## src/rtl/imem_fetch_responder.sv

```systemverilog
// imem_fetch_responder: instruction-fetch responder between the PC stage, instruction memory and decode
module imem_fetch_responder #(
    parameter int unsigned TIMEOUT_CYCLES = 255,
    parameter logic [31:0] NOP_WORD = 32'h00000013
) (
    input  logic        clk,
    input  logic        reset,
    input  logic        req_valid,
    input  logic [31:0] req_addr,
    output logic        req_ready,
    output logic        stall_pc,
    input  logic        flush,
    output logic        mem_req,
    output logic [31:0] mem_addr,
    input  logic        mem_rvalid,
    input  logic [31:0] mem_rdata,
    output logic        instr_valid,
    input  logic        instr_ready,
    output logic [31:0] instr,
    output logic [31:0] instr_pc,
    output logic        instr_fault
);
    typedef enum logic [1:0] {IDLE, WAIT, HOLD, DRAIN} state_t;
    localparam logic [15:0] LAST = 16'(TIMEOUT_CYCLES - 1);
    state_t state;
    logic [15:0] cnt;
    logic drop;
    logic expired;
    assign expired = cnt >= LAST;
    assign req_ready = state == IDLE && !drop;
    assign stall_pc = ~req_ready;
    // fetch sequencing: accept, read memory, hold the word for decode, drain discarded reads
    always_ff @(posedge clk or posedge reset) begin
        if (reset) begin
            state <= IDLE;
            cnt <= '0;
            drop <= 1'b0;
            mem_req <= 1'b0;
            mem_addr <= '0;
            instr_valid <= 1'b0;
            instr <= '0;
            instr_pc <= '0;
            instr_fault <= 1'b0;
        end else begin
            mem_req <= 1'b0;
            case (state)
                IDLE: begin
                    if (drop) begin
                        if (mem_rvalid || expired) begin
                            drop <= 1'b0;
                            cnt <= '0;
                        end else begin
                            cnt <= cnt + 16'd1;
                        end
                    end else if (req_valid && !flush) begin
                        instr_pc <= req_addr;
                        if (|req_addr[1:0]) begin
                            state <= HOLD;
                            instr <= NOP_WORD;
                            instr_fault <= 1'b1;
                            instr_valid <= 1'b1;
                        end else begin
                            state <= WAIT;
                            mem_addr <= req_addr;
                            mem_req <= 1'b1;
                            cnt <= '0;
                        end
                    end
                end
                WAIT: begin
                    if (flush) begin
                        state <= mem_rvalid ? IDLE : DRAIN;
                        cnt <= mem_rvalid ? '0 : cnt + 16'd1;
                    end else if (mem_rvalid) begin
                        state <= HOLD;
                        instr <= mem_rdata;
                        instr_fault <= 1'b0;
                        instr_valid <= 1'b1;
                        cnt <= '0;
                    end else if (expired) begin
                        state <= HOLD;
                        instr <= NOP_WORD;
                        instr_fault <= 1'b1;
                        instr_valid <= 1'b1;
                        drop <= 1'b1;
                        cnt <= '0;
                    end else begin
                        cnt <= cnt + 16'd1;
                    end
                end
                HOLD: begin
                    if (mem_rvalid) drop <= 1'b0;
                    if (flush || instr_ready) begin
                        state <= IDLE;
                        instr_valid <= 1'b0;
                    end
                end
                DRAIN: begin
                    if (mem_rvalid || expired) begin
                        state <= IDLE;
                        cnt <= '0;
                    end else begin
                        cnt <= cnt + 16'd1;
                    end
                end
            endcase
        end
    end
endmodule

```

## config.mk

```make
export PLATFORM = sky130hd
export DESIGN_NAME = imem_fetch_responder
export DESIGN_NICKNAME = d
export VERILOG_FILES = /design/src/rtl/imem_fetch_responder.sv
export SDC_FILE = /design/constraint.sdc
export NUM_CORES = 1
export LEC_CHECK = 0
export ABC_AREA = 1
export CAP_MARGIN = 40
export CORE_MARGIN = 8
export CORE_UTILIZATION = 40
export CTS_BUF_LIST = sky130_fd_sc_hd__clkbuf_2 sky130_fd_sc_hd__clkbuf_4 sky130_fd_sc_hd__clkbuf_8
export CTS_CLUSTER_DIAMETER = 30
export DETAILED_ROUTE_END_ITERATION = 16
export PLACE_DENSITY = 0.74
export SYNTH_ARGS = -nofsm -noshare
export SYNTH_HDL_FRONTEND = slang
export SYNTH_SLANG_ARGS = --single-unit
```

## constraint.sdc

```tcl
create_clock -name clk -period 4.09 [get_ports clk]
set_input_delay 1.227 -clock clk [delete_from_list [all_inputs] [get_ports clk]]
set_output_delay 1.227 -clock clk [all_outputs]
set_load 0.05 [all_outputs]
```

Word-level counts from Yosys, hierarchy flattened
Index checks and enable logic that the tools add are counted.
Storage, ports and cells
  register bits: 118
  output and inout port bits: 101
  word-level logic and storage cells: 95
Cells by class
  add/sub/neg operators: 1
  magnitude comparators: 1
  equality and inequality tests: 16
  mux-type cells: 47
  bitwise logic cells: 3
  reductions and logical operators: 18
Operators by type and width (number)
  32-bit two-way mux: 6
  16-bit two-way mux: 8
  32-bit one-hot mux with 2 select lines: 1
  16-bit one-hot mux with 3 select lines: 1
  1-bit two-way mux: 18
  2-bit two-way mux: 9
  16-bit by 1-bit adder with 16-bit output (second input constant): 1
  16-bit by 8-bit greater-or-equal comparator with 1-bit output (second input constant): 1
  2-bit inequality test (second input constant): 7
  5-bit AND reduction: 2
  2-bit one-hot mux with 4 select lines: 1
  7-bit AND reduction: 1
  3-bit inequality test (second input constant): 2
  1-bit one-hot mux with 3 select lines: 2
  3-bit AND reduction: 2
  6-bit AND reduction: 1
  3-bit nonzero test: 2
  2-bit == test (second input constant): 2
  2-bit by 1-bit inequality test with 1-bit output (second input constant): 2
  4-bit inequality test (second input constant): 1
  4-bit AND reduction: 1
  3-bit by 2-bit inequality test with 1-bit output (second input constant): 1
  1-bit NOT: 3
  2-bit by 1-bit == test with 1-bit output (second input constant): 1
  other kinds (7): 10

Logic depth before layout (Yosys ltp)
  depth in word-level cells: 5
  depth in mapped cells: 12
  gate-level depth less buffers: 12

Worst setup path after synthesis
Ideal clock, no wire load.
  path kind: register to output
  from: register state[0]
  to: output stall_pc
  arrival: 1.471 ns
  data required time: 2.863 ns
  slack: 1.392 ns
  cell stages (with the launch flop): 6
  cell sequence: dfrtp_1 -> inv_1 -> ha_1 -> inv_2 -> nor2_4 -> inv_1
Between the ends
  longest elaborated chain between the ends: 3
Ends and longest elaborated chain
  start, declared: line 25  | state_t state;
  start signal, assigned: line 72  | state <= mem_rvalid ? IDLE : DRAIN;
  2-bit zero test: line 30  | assign req_ready = state == IDLE && !drop;
  1-bit logical AND: line 30
  net req_ready: line 10  | output logic req_ready,
  1-bit NOT: line 31  | assign stall_pc = ~req_ready;
  end, declared: line 11  | output logic stall_pc,
The timed path passes the listed nets, and every way through them passes these cells.

Worst setup path in the final report
  from: register state[0]
  to: output req_ready
Between the ends
  longest elaborated chain between the ends: 2
Ends and longest elaborated chain (line)
  2-bit zero test: 30
  1-bit logical AND: 30
  end, declared: 10
Every way passes these cells.

==> impl_metrics.tcl <==
set metrics [dict create \
    avgSynthCellArea_um2 8.13 \
    boundaryPins 171 \
    syn_nets 746 \
    hold_slack_ps 474 \
    cts_buffers 17 \
    clk_latency_ps 440 \
    crit_chain "inv_1 -> ha_1 -> inv_2 -> nor2_4 -> clkdlybuf4s50_1" \
    p_per_area_nw_per_um2 813 \
    grt_pass1_wl_um 24200 \
    rows 42 \
    fmax_mhz 281 \
    fp.coreArea_um2 13300 \
    post_cts.repair.setup_buffers 0 \
    setup_tns_ps 0 \
    combPwrFrac_pct 50.7 \
    syn-cell-area_um2 5440 \
    sw_frac_of_total_pct 46.4 \
    maxCapViolCount 0 \
    hold_path.class "reg -> reg" \
    yosysSeqAreaShare_pct 54.2 \
    slew_violations 0 \
    antenna_found_initial 0 \
    power_switching_mw 2.95 \
    internal-power_mw 3.40 \
    peakVddDrop_v 0.000504 \
    drc 0 \
    tritoncts "yes" \
    synth_edf_count 0 \
    track_usage_pct 17.1 \
    die_w_um 133 \
    drt.antenna.violating_nets 0 \
    critPathKind "reg -> out" \
    dr.pass1.iters 5 \
    num_vias 4873 \
    nets 912 \
    drt_iter0_markers 424 \
    root_buffer "clkbuf_8" \
    nFillCells 1159 \
    worst_setup_path_start_kind "flip-flop" \
    grt_overflow 0 \
    worstMarginPinSlew_ps 837 \
    setup_violations 0 \
    hold_violations 0 \
    pwr-share-clk_pct 21.4 \
    cp_max_fo 6 \
    routed_wirelength_um 14900 \
    netlist_instances 670 \
    ys_warn_count 0 \
    required_ps 2860 \
    run_status "finished, final reports clean" \
    fin_crit_ps 3550 \
    via_per_inst 4.75 \
    synth_top_cell_area_share_pct 54.2 \
    yosys_most_used_dff "dfrtp_1" \
    p_leak_nw 3.91 \
    synth_most_common_cell "nand2_1" \
    wl_per_cell_um 14.6 \
    grt_pass1_vias 4752 \
    synth_cell_types 27 \
    crit_arrival_ps 2330 \
    async_flop_share_pct 100 \
    place_congestion 0.880 \
    synth.area.top_cells "dfrtp_1 (54%), nand2_1 (13%), o21ai_0 (6.8%), inv_1 (6.7%), nor2_1 (4.4%)" \
    diodes 0 \
    grt_start_max_net_pins 65 \
    slowest_stage "clkdlybuf4s50_1" \
    syn2layout_area_growth_pct 43.5 \
    die_y_um 133 \
    cts-hold-fix-buffers 0 \
    clock_skew_ps 13.4 \
    slowest_delay_ps 850 \
    max_slew_margin_pct 44.2 \
    path_clk_slew_ps 70 \
    ctsResizeCount 0 \
    power_frac_seq_pct 28.0 \
    synth_common_cells "nand2_1 (195), dfrtp_1 (118), inv_1 (97)" \
    cp-end-kind "output port" \
    initial_utilization_pct 40.9 \
    htree_levels 4 \
    die-area_um2 17600 \
    yosys.area.top_type "dfrtp_1" \
    cts_buffer_depth 2 \
    clock-sinks 118 \
    fin_crit_sh_pct 86.9 \
    port_buffers 170 \
    rsz0062_at_grt "false" \
    dpl.hpwl_um 10500 \
    synth_seq_cells 118 \
    layout-drive-gt1-share_pct 6.83 \
    final_util_pct 58.8 \
]
-- final timing paths --
path | startpoint | to | slack, ps | cells after the start
worst min-delay path | instr[1] | instr[1] | 470 | 2
worst min register to register | instr[1] | instr[1] | 470 | 2
worst max-delay path | state[0] | req_ready | 540 | 5
worst max register to register | state[1] | instr[12] | 1990 | 7
min in group asynchronous | reset | mem_addr[29] | 1050 | 2
max in group asynchronous | reset | cnt[5] | 2330 | 4
-- registers in the layout (all words and copies together) (netlist names) --
signal	cells
instr_valid	1
instr_fault	1
mem_addr	32
state	2
mem_req	1
cnt	16
instr	32
instr_pc	32
drop	1
-- per-stage QoR --
stage / setup slack, ps / instance area [um^2] / power, mW / cells
2_1_floorplan: 1390 / 5450 / 3.94 / 670
3_3_place_gp: 1000 / 7290 / 5.00 / 992
3_5_place_dp: 968 / 7310 / 5.04 / 993
6_report: 536 / 7810 / 6.35 / 1025
4_1_cts: 471 / 7810 / 6.42 / 1025
5_1_grt: 378 / 7810 / 6.68 / 1025
-- layout by cell type, fill, tap and decap left out, types with 2 or more instances in the layout --
master and count:
a21oi_1 3, buf_12 3, buf_4 5, bufinv_16 7
clkbuf_8 18, clkdlybuf4s50_1 170, clkinv_2 3, clkinvlp_4 2
dfrtp_1 118, ha_1 6, inv_1 96, inv_2 3
nand2_1 194, nand2_2 2, nand3_1 16, nand4_1 38
nor2_1 64, nor2_2 2, nor2_4 3, nor3_1 5
o21ai_0 74, o22ai_1 2, or2_2 4, xor2_1 2
-- routing by layer --
layer  GRT usage, %  routed length (um)
met1           20.8                6540
met2           27.2                6980
met3           6.78                1230
met4           5.30                 173
met5              0                   0
-- logic make-up after synthesis --
logic type	after synthesis	synth area share [%]
AO/OA/AOI/OAI	82	7.91
XOR/XNOR	3	0.483
adder cells (fa/ha/maj)	6	1.38
buffers and inverters	131	9.91
flip-flops	118	54.2
AND/OR/NAND/NOR	330	26.1
-- power groups by stage --
stage / sequential (mW) / combinational [mW] / clock (mW)
after detailed placement: 1.79 / 3.25 / 0
final: 1.78 / 3.22 / 1.36
after global routing: 1.82 / 3.41 / 1.44
after floorplan: 3.04 / 0.897 / 0
after global placement: 1.78 / 3.22 / 0
after CTS: 1.78 / 3.25 / 1.39
-- area by class of cell --
type	instances	area (um^2)	area share [%]
clock buffer	19	255	3.27
clock inverter	13	250	3.20
inverter	100	379	4.85
multi-input combinational	421	1950	25.0
sequential	118	2950	37.8
tap	176	220	2.82
timing repair buffer	178	1800	23.0
-- worst max-delay path, delay by kind of cell, from the launching register on --
| family | cells | cell delay (ps) |
|---|---|---|
| fa+ha+maj | 1 | 320 |
| buf+inv | 3 | 1040 |
| flops | 1 | 400 |
| simple gates | 1 | 140 |
No activity file was read; power rests on OpenSTA's default activity.
